**config.mk**
```make
export PLATFORM = sky130hd
export DESIGN_NAME = mips_rtype_exec
export DESIGN_NICKNAME = d
export VERILOG_FILES = /design/src/rtl/mips_rtype_pkg.sv /design/src/rtl/mips_alu.sv /design/src/rtl/mips_rtype_exec.sv
export SDC_FILE = /design/constraint.sdc
export NUM_CORES = 1
export LEC_CHECK = 0
export BUFFER_PORTS_ARGS = -buffer_cell sky130_fd_sc_hd__buf_2
export CORE_ASPECT_RATIO = 1.75
export CORE_UTILIZATION = 62
export CTS_CLUSTER_SIZE = 24
export DETAILED_ROUTE_END_ITERATION = 6
export PLACE_DENSITY = 0.81
export SYNTH_ARGS = -nofsm -noshare
export SYNTH_HDL_FRONTEND = slang
export SYNTH_SLANG_ARGS = --single-unit
```
**constraint.sdc**
```tcl
create_clock -name Clk -period 10.14 [get_ports Clk]
set_clock_uncertainty 0.15 [all_clocks]
set_input_delay 0.507 -clock Clk [delete_from_list [all_inputs] [get_ports Clk]]
set_output_delay 0.507 -clock Clk [all_outputs]
set_load 0.02 [all_outputs]
```
**src/rtl/mips_rtype_pkg.sv**
```systemverilog
// Shared encodings for the R-type execution controller: opcode/funct values,
// controller states, ALU operation codes and the funct-to-ALU decode.
package mips_rtype_pkg;

    localparam logic [5:0] OP_RTYPE   = 6'b000000;

    localparam logic [5:0] FUNCT_ADD  = 6'b100000;
    localparam logic [5:0] FUNCT_SUB  = 6'b100010;
    localparam logic [5:0] FUNCT_AND  = 6'b100100;
    localparam logic [5:0] FUNCT_OR   = 6'b100101;
    localparam logic [5:0] FUNCT_XOR  = 6'b100110;
    localparam logic [5:0] FUNCT_NOR  = 6'b100111;
    localparam logic [5:0] FUNCT_SLTU = 6'b101011;
    localparam logic [5:0] FUNCT_SLLV = 6'b000100;

    typedef enum logic [1:0] {
        S_IDLE = 2'd0,
        S_READ = 2'd1,
        S_EXEC = 2'd2,
        S_WB   = 2'd3
    } state_t;

    typedef enum logic [2:0] {
        ALU_ADD  = 3'd0,
        ALU_SUB  = 3'd1,
        ALU_AND  = 3'd2,
        ALU_OR   = 3'd3,
        ALU_XOR  = 3'd4,
        ALU_NOR  = 3'd5,
        ALU_SLTU = 3'd6,
        ALU_SLLV = 3'd7
    } alu_op_t;

    typedef struct packed {
        logic    legal;
        alu_op_t op;
    } decode_t;

    // Anything that is not a listed R-type funct is flagged illegal.
    function automatic decode_t decode_rtype(input logic [31:0] inst);
        decode_t d;
        d.legal = 1'b1;
        d.op    = ALU_ADD;
        if (inst[31:26] != OP_RTYPE) begin
            d.legal = 1'b0;
        end else begin
            case (inst[5:0])
                FUNCT_ADD:  d.op = ALU_ADD;
                FUNCT_SUB:  d.op = ALU_SUB;
                FUNCT_AND:  d.op = ALU_AND;
                FUNCT_OR:   d.op = ALU_OR;
                FUNCT_XOR:  d.op = ALU_XOR;
                FUNCT_NOR:  d.op = ALU_NOR;
                FUNCT_SLTU: d.op = ALU_SLTU;
                FUNCT_SLLV: d.op = ALU_SLLV;
                default:    d.legal = 1'b0;
            endcase
        end
        return d;
    endfunction

endpackage

```
**src/rtl/mips_alu.sv**
```systemverilog
// Combinational ALU for the R-type controller; OF is only meaningful for
// add/sub and is forced low for every other operation.
module mips_alu
    import mips_rtype_pkg::*;
#(
    parameter int DATA_W = 32
) (
    input  logic [DATA_W-1:0] A,
    input  logic [DATA_W-1:0] B,
    input  alu_op_t           ALU_OP,
    output logic [DATA_W-1:0] F,
    output logic              ZF,
    output logic              OF
);

    localparam int MSB = DATA_W - 1;

    logic [DATA_W-1:0] sum;
    logic [DATA_W-1:0] diff;

    assign sum  = A + B;
    assign diff = A - B;

    always_comb begin
        F  = '0;
        OF = 1'b0;
        case (ALU_OP)
            ALU_ADD: begin
                F  = sum;
                OF = (A[MSB] == B[MSB]) && (sum[MSB] != A[MSB]);
            end
            ALU_SUB: begin
                F  = diff;
                OF = (A[MSB] != B[MSB]) && (diff[MSB] != A[MSB]);
            end
            ALU_AND:  F = A & B;
            ALU_OR:   F = A | B;
            ALU_XOR:  F = A ^ B;
            ALU_NOR:  F = ~(A | B);
            ALU_SLTU: F = {{(DATA_W-1){1'b0}}, (A < B)};
            ALU_SLLV: F = B << A[4:0];
            default:  F = '0;
        endcase
    end

    assign ZF = (F == '0);

endmodule

```
**src/rtl/mips_rtype_exec.sv**
```systemverilog
// Four-state R-type controller: accept, read rs/rt from the register file,
// execute, then write rd back through the register file's write port.
module mips_rtype_exec
    import mips_rtype_pkg::*;
#(
    parameter int DATA_W = 32,
    parameter int ADDR_W = 5
) (
    input  logic              Clk,
    input  logic              Reset,
    input  logic [31:0]       Inst_In,
    input  logic              Inst_Valid,
    output logic              Inst_Ready,
    output logic [ADDR_W-1:0] R_Addr_A,
    output logic [ADDR_W-1:0] R_Addr_B,
    input  logic [DATA_W-1:0] R_Data_A,
    input  logic [DATA_W-1:0] R_Data_B,
    output logic [ADDR_W-1:0] W_Addr,
    output logic [DATA_W-1:0] W_Data,
    output logic              Write_Reg,
    output logic [DATA_W-1:0] Result,
    output logic              ZF,
    output logic              OF,
    output logic              Done,
    output logic              Illegal,
    output logic              Busy
);

    state_t            state;
    state_t            next_state;
    logic [31:0]       ir;
    logic [DATA_W-1:0] a_q;
    logic [DATA_W-1:0] b_q;
    logic [DATA_W-1:0] result_q;
    logic              zf_q;
    logic              of_q;
    logic              illegal_q;
    logic              rd_zero_q;

    decode_t           dec;
    logic [DATA_W-1:0] alu_f;
    logic              alu_zf;
    logic              alu_of;

    assign dec = decode_rtype(ir);

    mips_alu #(.DATA_W(DATA_W)) u_alu (
        .A      (a_q),
        .B      (b_q),
        .ALU_OP (dec.op),
        .F      (alu_f),
        .ZF     (alu_zf),
        .OF     (alu_of)
    );

    always_ff @(posedge Clk) begin
        if (Reset) state <= S_IDLE;
        else       state <= next_state;
    end

    always_comb begin
        next_state = state;
        case (state)
            S_IDLE:  if (Inst_Valid) next_state = S_READ;
            S_READ:  next_state = S_EXEC;
            S_EXEC:  next_state = S_WB;
            S_WB:    next_state = S_IDLE;
            default: next_state = S_IDLE;
        endcase
    end

    // Illegal instructions leave Result/ZF/OF untouched; only the flags move.
    always_ff @(posedge Clk) begin
        if (Reset) begin
            ir        <= '0;
            a_q       <= '0;
            b_q       <= '0;
            result_q  <= '0;
            zf_q      <= 1'b0;
            of_q      <= 1'b0;
            illegal_q <= 1'b0;
            rd_zero_q <= 1'b0;
        end else begin
            case (state)
                S_IDLE: if (Inst_Valid) ir <= Inst_In;
                S_READ: begin
                    a_q <= R_Data_A;
                    b_q <= R_Data_B;
                end
                S_EXEC: begin
                    illegal_q <= ~dec.legal;
                    rd_zero_q <= (ir[15:11] == 5'd0);
                    if (dec.legal) begin
                        result_q <= alu_f;
                        zf_q     <= alu_zf;
                        of_q     <= alu_of;
                    end
                end
                default: ;
            endcase
        end
    end

    // Reset gates the strobe so a write due on a resetting edge never lands.
    always_comb begin
        Inst_Ready = (state == S_IDLE);
        Busy       = (state != S_IDLE);
        Done       = (state == S_WB);
        Illegal    = (state == S_WB) && illegal_q;
        Write_Reg  = (state == S_WB) && !illegal_q && !rd_zero_q && !Reset;
    end

    assign R_Addr_A = ir[25:21];
    assign R_Addr_B = ir[20:16];
    assign W_Addr   = ir[15:11];
    assign W_Data   = result_q;
    assign Result   = result_q;
    assign ZF       = zf_q;
    assign OF       = of_q;

endmodule

```
==> results_dict.tcl, run 1 <==
set metrics [dict create \
    outcome "complete, but fails checks" \
    violations "DRC" \
    fin_util_pct 69.0 \
    cp.required_ns 10.38 \
    worstPathCellList "clkinv_1 > ha_1 > nor2_1 > a211o_1 > o211ai_1 > nor4bb_1 > o21ai_0 > a21o_1 > o221ai_1 > nand4_1 > nor4_1 > nand4_1 > nand2_1" \
    gp_congestion 1.09 \
    reg2reg_from "a_q[3]$_SDFFE_PP0N_" \
    syn_avg_cell_area_um2 7.75 \
    fmax_mhz 176 \
    syn-cell-area_um2 13200 \
    drt-met1-wl_um 17700 \
    path_clk_slew_ns 0.07 \
    worstHoldStart "R_Data_B[24]" \
    finalSetupViolCount 0 \
    fin_crit_ns 5.69 \
    hold_buffers 0 \
    yosys_warnings 0 \
    cp-end-kind "register" \
    drc_errors 7 \
    crit_start "a_q[3]$_SDFFE_PP0N_" \
    antenna_found_initial 1 \
    p_leak_nw 5.83 \
    htreeDepth 4 \
    ys_ff_latch 129 \
    synth-async-reset-ratio_pct 0 \
    synth_area_leaders "dfxtp_1, ha_1, mux2i_1" \
    period_share_pct 56.1 \
    via_per_inst 7.02 \
    dieArea_um2 22000 \
    die_y_um 195 \
    startpoint_type "register" \
    route.met2.wl_um 23700 \
    hpwl_um 38600 \
    clock_path_buffers 2 \
    max_stage_delay_ns 1.03 \
    ys_top_cells_by_count "nor2_1, nand2_1, a21oi_1" \
    synth_area_leader_cell "dfxtp_1" \
    grt_overflow_total 0 \
    ys_types 89 \
    ios 185 \
    cap_viol_max_count 0 \
    hold_viol_final 0 \
    io_buffers 179 \
    layout.nets 1969 \
    synth_edf_count 0 \
    slew_viol_final 0 \
    met3_wirelength_um 4970 \
    cts_buffers 17 \
    die_x_um 112 \
    drtIter0Drc 1744 \
    critPathSlowestCell "nor4bb_1" \
    rsz0062_at_grt "no" \
    synth_nets 1911 \
    fin_tns_setup_ns 0 \
    clk_latency_ns 0.45 \
    synth_ff_type "dfxtp_1" \
    cts_root_buffer "clkbuf_16" \
    start_util_pct 63.3 \
    ys_seq_area_share_pct 19.5 \
    clock_sinks 129 \
    vias 14288 \
    grt_use_total_pct 46.9 \
    tightest_slew_ns 1.22 \
    drtPass1Iterations 7 \
    antenna_left 0 \
    crit_type "reg -> reg" \
    grt_pass1_wl_um 76800 \
    ir_worst_vdd_mv 0.216 \
    top_layer "met4" \
    syn2layout_area_growth_pct 9.02 \
    yosysTopAreaCellShare_pct 19.5 \
    crit_path_frequent_cell "nand4_1" \
    routed_wirelength_um 51700 \
    crit_path_max_fanout 17 \
    hp-class "in -> reg" \
    grt_max_degree 67 \
    coreArea_um2 20900 \
    cts_resized 0 \
    cts_tree "done" \
    cts_setup_buffers 0 \
    fp-row-count 70 \
    synth.most_common_cell "nor2_1" \
    drive_gt1_share_pct 18.2 \
    layout_setup_ws_ns 4.45 \
    place_ws_ns 4.84 \
    wl_per_cell_um 25.4 \
    crit_arrival_ns 5.93 \
    grt_pass1_vias 13210 \
    maxSlewHeadroom_pct 17.7 \
    cellPowerDensity_nw_per_um2 285 \
    synthCells 1710 \
]
## cell families (layout without fill, tap and decap cells)
| family | count (synthesis) | count (layout) | synth area share (%) |
|---|---|---|---|
| adders and majority gates | 102 | 102 | 9.75 |
| and+or+nand+nor | 585 | 585 | 21.3 |
| xor gates and xnor gates | 46 | 46 | 3.04 |
| buffers and inverters | 257 | 328 | 8.97 |
| AOI/OAI and AO/OA | 457 | 457 | 23.7 |
| DFF | 129 | 129 | 19.5 |
| muxes | 134 | 134 | 13.7 |
| other | 0 | 1 | 0 |
## worst paths after layout
path,end,slack [ns],depth (start not counted)
hold reg to reg,ZF$_SDFFE_PP0P_,0.29,2
setup / recovery,ZF$_SDFFE_PP0P_,4.45,13
setup reg to reg,ZF$_SDFFE_PP0P_,4.45,13
hold / removal,b_q[24]$_SDFFE_PP0N_,0.14,3
## worst max-delay path, delay by kind of cell, from the launching register on
kind / cells / cell delay (ns)
compound gates: 5 / 1.34
simple gates: 6 / 2.44
flops: 1 / 0.33
fa+ha+maj: 1 / 0.82
buf+inv: 1 / 0.53
## registers in the layout, summed over array words and instances, names as in the netlist
signal     flops
OF             1
ZF             1
a_q           32
rd_zero_q      1
state          2
illegal_q      1
b_q           32
ir            27
Result        32
## through the flow
step           hold WS, ns  std cells  total power [mW]  area [um2]
2_1_floorplan        0.281       1710              2.63       13200
3_3_place_gp         0.276       2001              3.29       13800
3_5_place_dp         0.284       2001              3.34       13800
4_1_cts              0.136       2033              3.99       14400
5_1_grt              0.148       2033              4.29       14400
6_report             0.142       2034              4.12       14400
## where the power goes
part,internal [mW],switching [mW]
Clock,0.370,0.271
Combinational,0.981,1.73
Sequential,0.603,0.168
## cell type report
cell class	instances	area [um2]
Sequential cell	129	2590
Antenna cell	1	2.50
Fill cell	1756	6490
Clock inverter	14	166
Timing Repair Buffer	202	1070
Inverter	94	353
Tap cell	252	315
Multi-Input combinational cell	1324	9520
Clock buffer	18	429
## metal layers
layer  up-vias  GRT usage [%]
li1       6305              -
met1      6649           50.7
met2      1002           76.5
met3       332           10.3
met4         0           41.9
met5         -              0
## layout by cell type, fill, tap and decap left out, types with 10 or more instances in the layout
cell | synthesis | layout
o2111ai_1 | 10 | 10
inv_1 | 91 | 91
a31oi_1 | 13 | 13
a22oi_1 | 10 | 10
and2_1 | 14 | 14
a221oi_1 | 13 | 13
nor4_1 | 19 | 17
nand3_1 | 47 | 47
buf_4 | 50 | 24
o31ai_1 | 12 | 12
nor2_1 | 187 | 187
or4_1 | 10 | 10
a21o_1 | 16 | 16
nor2b_1 | 26 | 26
clkbuf_16 | 0 | 17
xor2_1 | 11 | 11
nand2b_1 | 13 | 13
or2_2 | 12 | 12
buf_2 | 23 | 178
ha_1 | 100 | 99
a21oi_1 | 141 | 141
mux2_2 | 12 | 12
mux4_2 | 37 | 37
dfxtp_1 | 129 | 126
o21ai_0 | 65 | 65
o22ai_1 | 10 | 10
xnor2_1 | 35 | 35
nor3_1 | 36 | 35
a211oi_1 | 26 | 26
o211ai_1 | 18 | 18
or3_1 | 16 | 16
nand4_1 | 18 | 18
nand2_1 | 150 | 150
mux2i_1 | 85 | 85
o21bai_1 | 10 | 10
and3_1 | 11 | 11
Power figures use the tool's default switching activity.
==> inputs of run 2 (changes only) <==
--- a/config.mk
+++ b/config.mk
@@ -7,10 +7,10 @@
 export LEC_CHECK = 0
 export BUFFER_PORTS_ARGS = -buffer_cell sky130_fd_sc_hd__buf_2
 export CORE_ASPECT_RATIO = 1.75
-export CORE_UTILIZATION = 62
+export CORE_UTILIZATION = 54
 export CTS_CLUSTER_SIZE = 24
 export DETAILED_ROUTE_END_ITERATION = 6
-export PLACE_DENSITY = 0.81
+export PLACE_DENSITY = 0.75
 export SYNTH_ARGS = -nofsm -noshare
 export SYNTH_HDL_FRONTEND = slang
 export SYNTH_SLANG_ARGS = --single-unit
==> constraint.sdc (replaced) <==
create_clock -name Clk -period 4.8 [get_ports Clk]
set_clock_uncertainty 0.15 [all_clocks]
set_input_delay 0.24 -clock Clk [delete_from_list [all_inputs] [get_ports Clk]]
set_output_delay 0.24 -clock Clk [all_outputs]
set_load 0.02 [all_outputs]
==> results_dict.tcl, run 2 (synthesis gave the netlist of run 1 again) <==
set metrics [dict create \
    antenna_found_initial 0 \
    r2r_cells 12 \
    fin_util_pct 66.4 \
    drive_gt1_share_pct 20.5 \
    grt_overflow_total 0 \
    cts_root_buffer "clkbuf_16" \
    via_per_inst 6.60 \
    gp_congestion 1.07 \
    ios 185 \
    diodes 0 \
    ir_worst_vdd_mv 0.363 \
    crit_arrival_ns 4.95 \
    tightest_slew_ns 0.953 \
    syn2layout_area_growth_pct 20.5 \
    mostFrequentLayoutCells "nor2_1, buf_2, nand2_1" \
    htreeDepth 4 \
    period_share_pct 97.6 \
    path_clk_slew_ns 0.07 \
    die_y_um 209 \
    p_leak_nw 6.56 \
    crit_path_max_fanout 12 \
    hpwl_um 42500 \
    cts_tree "done" \
    vias 14879 \
    cts_setup_buffers 0 \
    io_buffers 179 \
    power_mw 9.01 \
    place_ws_ns 0.367 \
    finalSetupViolCount 0 \
    cp-end-kind "register" \
    fin_crit_ns 4.69 \
    drtPass1Iterations 6 \
    grt_pass1_vias 14586 \
    crit_start "ir[2]$_SDFFE_PP0P_" \
    outcome "finished clean" \
    worstSetupEndpoint "ZF$_SDFFE_PP0P_" \
    clock_path_buffers 2 \
    cellPowerDensity_nw_per_um2 565 \
    startpoint_type "register" \
    crit_type "reg -> reg" \
    grt_max_degree 75 \
    rsz0062_at_grt "no" \
    hp-class "in -> reg" \
    fin_hold_ws_ns 0.128 \
    cts_buffers 17 \
    coreArea_um2 24000 \
    hold_viol_final 0 \
    fp-row-count 75 \
    dieArea_um2 25200 \
    cap_viol_max_count 0 \
    layout.nets 2134 \
    clock_sinks 129 \
    wl_per_cell_um 25.1 \
    drc_errors 0 \
    fin_tns_setup_ns 0 \
    fmax_mhz 213 \
    final_common_cell "nor2_1" \
    seqCellArea_um2 2590 \
    multi_input_area_um2 9520 \
    cp.required_ns 5.07 \
    r2r_slack_ns 0.11 \
    clk_latency_ns 0.47 \
    drtIter0Drc 1673 \
    grt_use_total_pct 45.3 \
    start_util_pct 55.1 \
    antenna_left 0 \
    maxSlewHeadroom_pct 35.8 \
    slew_viol_final 0 \
    die_x_um 120 \
    n_fill_cell 2059 \
    reg2reg_from "ir[2]$_SDFFE_PP0P_" \
    r2r-end "ZF$_SDFFE_PP0P_" \
    routed_wirelength_um 56500 \
    grt_pass1_wl_um 84900 \
    layout_setup_ws_ns 0.114 \
]
[run 2: repair_timing]
item / CTS / global route
endpoints found under the setup margin: 0 / 0
resized for setup: 0 / 0
hold buffers: 92 / 0
endpoints found under the hold margin: 93 / 0
[run 2: worst min path at each step]
stage	start	endpoint	slack [ns]	cells past startpoint
floorplan	Inst_In[26]	ir[26]$_SDFFE_PP0P_	0.23	2
global placement	ZF$_SDFFE_PP0P_	ZF$_SDFFE_PP0P_	0.29	2
detailed placement	ZF$_SDFFE_PP0P_	ZF$_SDFFE_PP0P_	0.29	2
CTS	Reset	Result[13]$_SDFFE_PP0P_	0.11	2
global route	Reset	Result[11]$_SDFFE_PP0P_	0.14	2
finish	Reset	Result[11]$_SDFFE_PP0P_	0.13	2
[run 2: where the power goes]
group / internal (mW) / switching, mW / total [mW]
Clock: 0.699 / 0.598 / 1.30
Combinational: 2.35 / 3.83 / 6.18
Sequential: 1.27 / 0.257 / 1.53
[run 2: final cells by class]
type | instances | area share [%]
Clock inverter | 14 | 0.847
Multi-Input combinational cell | 1324 | 59.6
Timing Repair Buffer | 367 | 15.9
Inverter | 94 | 2.21
Sequential cell | 129 | 16.2
Tap cell | 308 | 2.42
Clock buffer | 18 | 2.75
[run 2: per-layer routing]
metal / routed length (um) / share of wire (%) / GRT usage, %
met5: 0 / 0 / 0
met4: 5490 / 9.7 / 38.3
met3: 4690 / 8.3 / 9.74
met1: 19200 / 34 / 47.5
met2: 27100 / 48 / 76.3
[run 2: worst max-delay path, cell delays in order, from the launching register on]
cell	delay (ns)
dfxtp_1	0.51
and3b_1	0.28
o21ai_0	0.77
nand2_1	0.24
a31o_2	0.30
a2111oi_0	0.56
a21oi_1	0.07
o21ai_0	0.70
o211ai_1	0.28
nor4_1	0.37
buf_4	0.19
nand4_1	0.10
nand2_1	0.10
[run 2: stage by stage]
stage / instance area [um2] / std cells
floorplan: 13200 / 1710
global placement: 14500 / 2130
detailed placement: 14500 / 2130
CTS: 16000 / 2254
global route: 16000 / 2254
finish: 16000 / 2254
